File: config.mk
export PLATFORM = sky130hd
export DESIGN_NAME = explosao_animada_flat
export DESIGN_NICKNAME = d
export VERILOG_FILES = /design/src/rtl/explosao_animada_if.sv /design/src/rtl/explosao_animada.sv /design/src/flat_wrapper.sv
export SDC_FILE = /design/constraint.sdc
export NUM_CORES = 1
export LEC_CHECK = 0
export ABC_CLOCK_PERIOD_IN_PS = 3500
export BUFFER_PORTS_ARGS = -buffer_cell sky130_fd_sc_hd__buf_2
export CORE_UTILIZATION = 39
export CTS_BUF_LIST = sky130_fd_sc_hd__clkbuf_16
export DETAILED_ROUTE_END_ITERATION = 6
export PLACE_DENSITY_LB_ADDON = 0.05
export SLEW_MARGIN = 20
export SYNTH_ARGS = -nofsm -noshare
export SYNTH_HDL_FRONTEND = slang
export SYNTH_SLANG_ARGS = --single-unit
File: constraint.sdc
create_clock -name CLOCK -period 3.5 [get_ports CLOCK]
set_input_delay 0.525 -clock CLOCK [delete_from_list [all_inputs] [get_ports CLOCK]]
set_output_delay 0.525 -clock CLOCK [all_outputs]
set_load 0.02 [all_outputs]
File: src/rtl/explosao_animada_if.sv
// explosao_animada_if: bundles the request and display-output signals of the
// explosion animation block.
//   TEMPO_ACABOU  : countdown expired (level); starts, sustains or aborts the animation
//   MODO          : pattern select (latched by the animation block at start)
//   EXPLOSAO_HEX  : N_HEX seven-segment digits, 7 bits each, active-low segments
//   EXPLOSAO_LEDR : N_LEDR red LEDs, active-high
//   ATIVO         : animation running
//   CONCLUIDO     : final "detonated" frame being held
// master = the side that requests the animation, slave = the animation block.
interface explosao_animada_if #(
   parameter int N_HEX  = 8,
   parameter int N_LEDR = 18
);
   logic                 TEMPO_ACABOU;
   logic [1:0]           MODO;
   logic [7*N_HEX-1:0]   EXPLOSAO_HEX;
   logic [N_LEDR-1:0]    EXPLOSAO_LEDR;
   logic                 ATIVO;
   logic                 CONCLUIDO;

   modport master (
      output TEMPO_ACABOU,
      output MODO,
      input  EXPLOSAO_HEX,
      input  EXPLOSAO_LEDR,
      input  ATIVO,
      input  CONCLUIDO
   );

   modport slave (
      input  TEMPO_ACABOU,
      input  MODO,
      output EXPLOSAO_HEX,
      output EXPLOSAO_LEDR,
      output ATIVO,
      output CONCLUIDO
   );
endinterface

File: src/rtl/explosao_animada.sv
// explosao_animada: explosion animation generator for the bomb-timer display.
// When bus.TEMPO_ACABOU rises the block plays one of three frame patterns
// (varredura / pisca / perseguicao) at one frame every DIV_CICLOS clocks,
// repeats it N_CICLOS times (0 = forever) and then holds a full-on frame.
// Ports:
//   CLOCK : system clock
//   RESET : synchronous, active-high; overrides everything else
//   bus   : explosao_animada_if slave (TEMPO_ACABOU, MODO in;
//           EXPLOSAO_HEX, EXPLOSAO_LEDR, ATIVO, CONCLUIDO out, all registered)
module explosao_animada #(
   parameter int N_HEX      = 8,
   parameter int N_LEDR     = 18,
   parameter int DIV_CICLOS = 12500000,
   parameter int N_CICLOS   = 3
) (
   input  logic               CLOCK,
   input  logic               RESET,
   explosao_animada_if.slave  bus
);

   localparam int DIV_W   = (DIV_CICLOS > 1) ? $clog2(DIV_CICLOS) : 1;
   localparam int FRAME_W = $clog2((N_HEX > 4) ? N_HEX : 4);
   localparam int LOOP_W0 = $clog2(N_CICLOS + 1);
   // With N_CICLOS = 0 the loop counter is never advanced; one bit keeps it legal.
   localparam int LOOP_W  = (LOOP_W0 > 0) ? LOOP_W0 : 1;

   localparam logic [DIV_W-1:0]   DIV_ULT    = DIV_W'(DIV_CICLOS - 1);
   localparam logic [LOOP_W-1:0]  LOOP_ALVO  = LOOP_W'(N_CICLOS);
   localparam logic [7*N_HEX-1:0] HEX_BRANCO = {N_HEX{7'h7F}};
   localparam logic [7*N_HEX-1:0] HEX_FINAL  = {(7*N_HEX){1'b0}};
   localparam logic [N_LEDR-1:0]  LEDR_BRAN  = {N_LEDR{1'b0}};
   localparam logic [N_LEDR-1:0]  LEDR_FINAL = {N_LEDR{1'b1}};

   typedef enum logic [1:0] {
      OCIOSO   = 2'd0,
      ANIMANDO = 2'd1,
      FIM      = 2'd2
   } estado_t;

   estado_t              estado_r;
   logic [1:0]           modo_r;
   logic [DIV_W-1:0]     div_r;
   logic [FRAME_W-1:0]   quadro_r;
   logic [LOOP_W-1:0]    laco_r;
   logic [7*N_HEX-1:0]   hex_r;
   logic [N_LEDR-1:0]    ledr_r;
   logic                 ativo_r;
   logic                 concluido_r;

   logic [FRAME_W-1:0]   quadro_ult_s;
   logic [FRAME_W-1:0]   quadro_prox_s;
   logic [LOOP_W-1:0]    laco_prox_s;
   logic                 div_fim_s;
   logic                 quadro_fim_s;
   logic                 fim_laco_s;

   // Seven-segment image of frame f for pattern modo (MODO 3 falls into varredura).
   function automatic logic [7*N_HEX-1:0] hex_quadro(input logic [1:0] modo,
                                                     input logic [FRAME_W-1:0] f);
      logic [7*N_HEX-1:0] r;
      logic [6:0]         seg;
      r   = HEX_BRANCO;
      seg = 7'h7F;
      case (modo)
         2'd1: begin
            if (f == FRAME_W'(0)) r = HEX_FINAL;
            else                  r = HEX_BRANCO;
         end
         2'd2: begin
            for (int k = 0; k < N_HEX; k++) begin
               if (f == FRAME_W'(k)) r[7*k +: 7] = 7'h00;
               else                  r[7*k +: 7] = 7'h7F;
            end
         end
         default: begin
            case (f[1:0])
               2'd0:    seg = 7'b1111100;
               2'd1:    seg = 7'b1110011;
               2'd2:    seg = 7'b1001111;
               default: seg = 7'b0111111;
            endcase
            r = {N_HEX{seg}};
         end
      endcase
      return r;
   endfunction

   // LED image of frame f for pattern modo.
   function automatic logic [N_LEDR-1:0] ledr_quadro(input logic [1:0] modo,
                                                     input logic [FRAME_W-1:0] f);
      logic [N_LEDR-1:0] r;
      r = LEDR_BRAN;
      case (modo)
         2'd1: begin
            if (f == FRAME_W'(0)) r = LEDR_FINAL;
            else                  r = LEDR_BRAN;
         end
         2'd2: begin
            for (int i = 0; i < N_LEDR; i++) r[i] = (FRAME_W'(i % N_HEX) == f);
         end
         default: begin
            for (int i = 0; i < N_LEDR; i++) r[i] = (2'(i % 4) == f[1:0]);
         end
      endcase
      return r;
   endfunction

   // Frame/loop bookkeeping for the current pattern.
   always_comb begin
      quadro_ult_s = FRAME_W'(3);
      case (modo_r)
         2'd1:    quadro_ult_s = FRAME_W'(1);
         2'd2:    quadro_ult_s = FRAME_W'(N_HEX - 1);
         default: quadro_ult_s = FRAME_W'(3);
      endcase
      div_fim_s    = (div_r == DIV_ULT);
      quadro_fim_s = (quadro_r == quadro_ult_s);
      laco_prox_s  = laco_r + LOOP_W'(1);
      if (quadro_fim_s) begin
         quadro_prox_s = {FRAME_W{1'b0}};
      end else begin
         quadro_prox_s = quadro_r + FRAME_W'(1);
      end
      fim_laco_s = quadro_fim_s && (N_CICLOS != 0) && (laco_prox_s == LOOP_ALVO);
   end

   // Animation state machine with registered display outputs.
   always_ff @(posedge CLOCK) begin
      if (RESET) begin
         estado_r    <= OCIOSO;
         modo_r      <= 2'd0;
         div_r       <= {DIV_W{1'b0}};
         quadro_r    <= {FRAME_W{1'b0}};
         laco_r      <= {LOOP_W{1'b0}};
         hex_r       <= HEX_BRANCO;
         ledr_r      <= LEDR_BRAN;
         ativo_r     <= 1'b0;
         concluido_r <= 1'b0;
      end else begin
         case (estado_r)
            OCIOSO: begin
               div_r    <= {DIV_W{1'b0}};
               quadro_r <= {FRAME_W{1'b0}};
               laco_r   <= {LOOP_W{1'b0}};
               if (bus.TEMPO_ACABOU) begin
                  estado_r    <= ANIMANDO;
                  modo_r      <= bus.MODO;
                  hex_r       <= hex_quadro(bus.MODO, {FRAME_W{1'b0}});
                  ledr_r      <= ledr_quadro(bus.MODO, {FRAME_W{1'b0}});
                  ativo_r     <= 1'b1;
                  concluido_r <= 1'b0;
               end else begin
                  hex_r       <= HEX_BRANCO;
                  ledr_r      <= LEDR_BRAN;
                  ativo_r     <= 1'b0;
                  concluido_r <= 1'b0;
               end
            end
            ANIMANDO: begin
               // An abort wins over a frame advance on the same edge.
               if (!bus.TEMPO_ACABOU) begin
                  estado_r    <= OCIOSO;
                  hex_r       <= HEX_BRANCO;
                  ledr_r      <= LEDR_BRAN;
                  ativo_r     <= 1'b0;
                  concluido_r <= 1'b0;
               end else if (div_fim_s) begin
                  div_r <= {DIV_W{1'b0}};
                  if (fim_laco_s) begin
                     estado_r    <= FIM;
                     hex_r       <= HEX_FINAL;
                     ledr_r      <= LEDR_FINAL;
                     ativo_r     <= 1'b0;
                     concluido_r <= 1'b1;
                  end else begin
                     quadro_r <= quadro_prox_s;
                     hex_r    <= hex_quadro(modo_r, quadro_prox_s);
                     ledr_r   <= ledr_quadro(modo_r, quadro_prox_s);
                     if (quadro_fim_s && (N_CICLOS != 0)) begin
                        laco_r <= laco_prox_s;
                     end else begin
                        laco_r <= laco_r;
                     end
                  end
               end else begin
                  div_r <= div_r + DIV_W'(1);
               end
            end
            FIM: begin
               if (!bus.TEMPO_ACABOU) begin
                  estado_r    <= OCIOSO;
                  hex_r       <= HEX_BRANCO;
                  ledr_r      <= LEDR_BRAN;
                  ativo_r     <= 1'b0;
                  concluido_r <= 1'b0;
               end else begin
                  estado_r <= FIM;
               end
            end
            default: begin
               estado_r    <= OCIOSO;
               hex_r       <= HEX_BRANCO;
               ledr_r      <= LEDR_BRAN;
               ativo_r     <= 1'b0;
               concluido_r <= 1'b0;
            end
         endcase
      end
   end

   assign bus.EXPLOSAO_HEX  = hex_r;
   assign bus.EXPLOSAO_LEDR = ledr_r;
   assign bus.ATIVO         = ativo_r;
   assign bus.CONCLUIDO     = concluido_r;

endmodule

File: src/flat_wrapper.sv
// flat-port wrapper written by rule: the top's interface ports become plain ports
module explosao_animada_flat 
#(
   parameter int N_HEX      = 8,
   parameter int N_LEDR     = 18,
   parameter int DIV_CICLOS = 12500000,
   parameter int N_CICLOS   = 3
)
  (CLOCK, RESET, bus_TEMPO_ACABOU, bus_MODO, bus_EXPLOSAO_HEX, bus_EXPLOSAO_LEDR, bus_ATIVO, bus_CONCLUIDO);
  explosao_animada_if #(.N_HEX(N_HEX), .N_LEDR(N_LEDR)) bus_i ();
  input  logic CLOCK;
  input  logic RESET;
  input wire logic [$bits(bus_i.TEMPO_ACABOU)-1:0] bus_TEMPO_ACABOU;
  input wire logic [$bits(bus_i.MODO)-1:0] bus_MODO;
  output wire logic [$bits(bus_i.EXPLOSAO_HEX)-1:0] bus_EXPLOSAO_HEX;
  output wire logic [$bits(bus_i.EXPLOSAO_LEDR)-1:0] bus_EXPLOSAO_LEDR;
  output wire logic [$bits(bus_i.ATIVO)-1:0] bus_ATIVO;
  output wire logic [$bits(bus_i.CONCLUIDO)-1:0] bus_CONCLUIDO;
  assign bus_i.TEMPO_ACABOU = bus_TEMPO_ACABOU;
  assign bus_i.MODO = bus_MODO;
  assign bus_EXPLOSAO_HEX = bus_i.EXPLOSAO_HEX;
  assign bus_EXPLOSAO_LEDR = bus_i.EXPLOSAO_LEDR;
  assign bus_ATIVO = bus_i.ATIVO;
  assign bus_CONCLUIDO = bus_i.CONCLUIDO;
  explosao_animada #(.N_HEX(N_HEX), .N_LEDR(N_LEDR), .DIV_CICLOS(DIV_CICLOS), .N_CICLOS(N_CICLOS)) u_core (.CLOCK(CLOCK), .RESET(RESET), .bus(bus_i));
endmodule
# After elaboration in Yosys (flattened, before gate mapping)
# Cells that the tools add are included.
# word_totals
elab_cells	117
ff_bits	109
in_bits	5
# classes
n_reduce_logical	12
eq_ne	36
n_addsub	3
mux	57
# op_table
operator	count
56-bit two-way mux	6
56-bit one-hot mux with 2 select lines	2
56-bit one-hot mux with 3 select lines	1
18-bit two-way mux	6
18-bit one-hot mux with 2 select lines	2
7-bit two-way mux	8
18-bit one-hot mux with 3 select lines	1
24-bit two-way mux	2
24-bit one-hot mux with 2 select lines	1
24-bit by 1-bit adder with 24-bit output (second input constant)	1
24-bit equality test (second input constant)	1
7-bit one-hot mux with 3 select lines	1
2-bit two-way mux	9
3-bit equality test (first input constant)	4
3-bit equality test (second input constant)	4
3-bit two-way mux	4
3-bit one-hot mux with 2 select lines	2
2-bit equality test (second input constant)	5
2-bit by 1-bit equality test with 1-bit output (second input constant)	4
1-bit two-way mux	8
2-bit != test (second input constant)	4
2-bit by 3-bit equality test with 1-bit output (first input constant)	2
3-bit by 2-bit equality test with 1-bit output (second input constant)	2
3-bit by 2-bit != test with 1-bit output (second input constant)	2
20 further kinds	26

# Depth between registers and ports, before layout
# depth
ltp_word	11
mapped_depth	9
mapped_depth_nobuf	7

# Worst setup path after synthesis
# Ideal clock, no wire load.
# synth_path
path_type	register to register
startpoint	register u_core.div_r[5]
endpoint	register u_core.laco_r[0]
required_ns	3.435
n_path_buf	1
t_arrival_ns	2.182
slack_ns	1.253
stages_incl_launch_ff	7
setup_time_ns	0.065
cell_sequence	dfxtp_1 or4_4 or4_4 buf_6 nor4_4 mux2_1 nor2_1
# synth_via
elab_chain_len	3
# synth_rtl
item	line	rtl
start: declaration	explosao_animada.sv:42	logic [DIV_W-1:0] div_r;
start signal: assignment	explosao_animada.sv:132	div_r <= {DIV_W{1'b0}};
start signal: assignment	explosao_animada.sv:142	div_r <= {DIV_W{1'b0}};
start signal: assignment	explosao_animada.sv:168	div_r <= {DIV_W{1'b0}};
24-bit equality test	explosao_animada.sv:116	div_fim_s = (div_r == DIV_ULT);
2-bit by 1-bit != test with 1-bit output (no source line)	--	
5-bit AND reduction (no source line)	--	
end signal: assignment	explosao_animada.sv:134	laco_r <= {LOOP_W{1'b0}};
end signal: assignment	explosao_animada.sv:144	laco_r <= {LOOP_W{1'b0}};
end signal: assignment	explosao_animada.sv:180	laco_r <= laco_prox_s;
end: declaration	explosao_animada.sv:44	logic [LOOP_W-1:0] laco_r;
# No other way between the ends.
# A chain may end at the register's enable or synchronous reset.

# Final worst setup path
# layout_path
startpoint	register u_core.modo_r[0]
endpoint	register u_core.ativo_r, in the netlist u_core.bus.ATIVO
# layout_via
elab_chain_len	6
elab_cells_between_ends	7
cone_classes	eq/ne: 4; mux: 1; reduce/logical: 2
# layout_rtl
item	line	rtl
start: declaration	explosao_animada.sv:41	logic [1:0] modo_r;
start signal: assignment	explosao_animada.sv:147	modo_r <= bus.MODO;
2-bit equality test / 2-bit by 1-bit equality test with 1-bit output (equally long branches)	explosao_animada.sv:111	case (modo_r)
3-bit one-hot mux with 2 select lines *	explosao_animada.sv:111	
3-bit equality test *	explosao_animada.sv:117	quadro_fim_s = (quadro_r == quadro_ult_s);
1-bit logical AND *	explosao_animada.sv:124	fim_laco_s = quadro_fim_s && (N_CICLOS != 0) && (laco_prox_s == LOOP_ALVO);
3-bit by 2-bit != test with 1-bit output (no source line) *	--	
3-bit AND reduction (no source line) *	--	
end signal: assignment	explosao_animada.sv:137	ativo_r <= 1'b0;
end signal: assignment	explosao_animada.sv:150	ativo_r <= 1'b1;
end signal: assignment	explosao_animada.sv:155	ativo_r <= 1'b0;
end: declaration	explosao_animada.sv:47	logic ativo_r;
# Mark *: on every way between the ends. The rest lies on a longest branch, timed or not.

==> flow_summary.json <==
{
  "cp_slowest_stage_delay_ns": 0.66,
  "rsz0062_at_grt": "no",
  "die-height_um": 107,
  "clock_power_share_pct": 27.7,
  "setup_viol": 0,
  "tightest_slew_ns": 1.01,
  "grt_pass1_wl_mm": 17.3,
  "mappedNetlistNets": 517,
  "postCtsSetupRepairBufs": 0,
  "synth_ff_type": "dfxtp_1",
  "p_leak_nw": 1.72,
  "fin_skew_ns": 0.00825,
  "clockBufferDepth": 2,
  "grt_max_degree": 32,
  "synth_top_cell_by_area": "dfxtp_1",
  "portBuffers": 80,
  "clkLatencyLatePin_ns": 0.34,
  "die-area_mm2": 0.0114,
  "syn2layout_area_growth_pct": 11.6,
  "cts_resized": 0,
  "wire_per_inst_um": 16.1,
  "cp.required_ns": 3.78,
  "drc": 0,
  "worst-setup-path-type": "flop to flop",
  "overflow": 0,
  "ys_top_cells_by_count": "dfxtp_1 (75), nor2_1 (56), buf_4 (36)",
  "cts_hold_buf": 0,
  "fin_nets": 551,
  "worst_path_max_delay_cell": "nor3_1",
  "power_frac_comb_pct": 39.9,
  "status": "complete, no violations",
  "ios": 81,
  "path_clk_slew_ns": 0.06,
  "die-width_um": 107,
  "max_freq_mhz": 344,
  "multi_input_area_mm2": 0.00231,
  "grt_use_total_pct": 19.4,
  "synth-seq-cells": 75,
  "drt_iter0_drc": 152,
  "drt-total-wl_mm": 10.8,
  "syn-cell-area_mm2": 0.00427,
  "cp_cell_sequence": "inv_1 > ha_1 > xor2_1 > nor3_1 > nand3_1 > a2111oi_0 > a31o_1",
  "n_antenna_cell": 0,
  "first_pass_iters": 4,
  "dp_hpwl_mm": 7.79,
  "ys_top_cells_by_area": "dfxtp_1 (35%), buf_4 (6.3%), nor2_1 (4.9%)",
  "endpoint_kind": "flop",
  "yosysMostFrequentCell": "dfxtp_1",
  "drive_above_1_share_pct": 21.5,
  "finalSetupTns_ns": 0,
  "synth_warnings": 0,
  "crit_path_max_fanout": 18,
  "startpoint_type": "flop",
  "worstHoldPathType": "flop to flop",
  "final.fill_count": 1096,
  "slew_headroom_pct": 32.3,
  "cts_root_buffer": "clkbuf_16",
  "tritoncts": "built",
  "ir_drop_v": 0.000317,
  "rows": 37,
  "yosysUniqueCellTypes": 64,
  "p_per_area_mw_per_mm2": 704,
  "async_reset_ff_share_pct": 0,
  "period_share_pct": 83.0,
  "synth_top_area_share_pct": 35.2,
  "h-tree-depth": 3,
  "seqCellArea_mm2": 0.00150,
  "grt_pass1_vias": 3327,
  "final_hold_viol_count": 0,
  "cts_num_sinks": 75,
  "vias": 3687,
  "p_seq_share_pct": 32.4,
  "cts_buffers": 9,
  "post-route-util_pct": 45.5,
  "syn_area_per_cell_um2": 8.57,
  "start_util_pct": 40.8,
  "core_mm2": 0.0105,
  "slew_violations": 0,
  "cp.arrival_ns": 3.19,
  "ant_nets": 0,
  "internal_power_mw": 1.96,
  "layout_min_cycle_time_ns": 2.91,
  "synth_seq_area_share_pct": 35.2,
  "drv_cap": 0,
  "swShare_pct": 41.5,
  "synth_edf_count": 0,
  "gp_congestion": 0.815,
  "syn_inst": 498,
  "antenna_found_initial": 0,
  "drt-vias-per-instance": 5.49,
  "p_sw_mw": 1.39
}
[layout by cell type (no fill, tap or decap), types with 3 or more instances in the layout]
| cell type | count |
|---|---|
| buf_2 | 80 |
| dfxtp_1 | 75 |
| nor2_1 | 56 |
| nand2_1 | 28 |
| o22a_1 | 24 |
| nand3_1 | 21 |
| a21oi_1 | 21 |
| xnor2_1 | 20 |
| inv_1 | 19 |
| o21ai_0 | 18 |
| nor3_1 | 16 |
| ha_1 | 14 |
| nand4_1 | 11 |
| and2_1 | 10 |
| o211ai_1 | 9 |
| clkbuf_16 | 9 |
| o22ai_1 | 8 |
| xor2_1 | 6 |
| a22o_1 | 6 |
| nor2b_1 | 5 |
| and3_1 | 4 |
| a31oi_1 | 4 |
| a21o_1 | 3 |
| nor4_1 | 3 |
| nor4_4 | 3 |
| a22oi_1 | 3 |
| nand2b_1 | 3 |
| o31ai_1 | 3 |
| nand3b_1 | 3 |
[per-stage QoR]
step	hold WS (ns)	power (mW)	setup WS [ns]	cell area (um^2)	std cells
floorplan	0.453	2.19	1.25	4270	498
global placement	0.467	2.43	0.751	4470	657
detailed placement	0.473	2.45	0.635	4470	657
CTS	0.480	3.39	0.629	4760	672
global route	0.491	3.56	0.373	4760	672
finish	0.483	3.35	0.595	4760	672
[state kept, by name (all words and copies together), names as in the netlist]
signal                    count
u_core.estado_r               2
u_core.quadro_r               3
u_core.bus.ATIVO              1
u_core.bus.EXPLOSAO_HEX      32
u_core.laco_r                 2
u_core.div_r                 24
u_core.modo_r                 2
u_core.bus.CONCLUIDO          1
u_core.bus.EXPLOSAO_LEDR      8
[kinds of logic after synthesis]
logic type / count (synthesis) / share of synthesized area [%]
flops: 75 / 35.2
fa+ha+maj: 14 / 4.10
xor+xnor: 26 / 5.34
mux: 4 / 1.03
compound gates: 125 / 21.8
simple gates: 176 / 21.9
buf+inv: 78 / 10.6
[critical path, delay by kind of cell, from the launching register on]
family / cells / cell delay [ns]
fa+ha+maj: 1 / 0.54
buf+inv: 1 / 0.07
compound gates: 2 / 0.59
xor+xnor: 1 / 0.42
simple gates: 2 / 0.89
flops: 1 / 0.33
[cell type report]
class	count	area share [%]
Tap cell	136	3.57
Clock buffer	9	4.73
Inverter	19	1.50
Clock inverter	6	1.39
Timing Repair Buffer	82	8.72
Multi-Input combinational cell	345	48.6
Sequential cell	75	31.5
[worst paths after layout]
kind	startpoint	end	slack (ns)	cells past startpoint
min	u_core.modo_r[1]	u_core.modo_r[1]	0.48	2
max	u_core.modo_r[0]	u_core.bus.ATIVO	0.59	7
max reg2reg	u_core.modo_r[0]	u_core.bus.ATIVO	0.59	7
min reg2reg	u_core.modo_r[1]	u_core.modo_r[1]	0.48	2
[power by group through the flow]
stage	combinational (mW)	clock (mW)	sequential [mW]
after floorplan	0.951	0	1.23
after global placement	1.33	0	1.10
after detailed placement	1.34	0	1.11
after CTS	1.35	0.950	1.09
after global routing	1.46	0.992	1.11
final	1.34	0.928	1.09
[metal layers]
metal,GRT usage (%),wire (um),up-vias
li1,-,-,1834
met3,3.04,500,12
met5,0,0,-
met4,6.85,146,0
met2,31.2,4880,124
met1,26.4,5280,1717
Note: power is estimated with default switching activity, not from simulation.
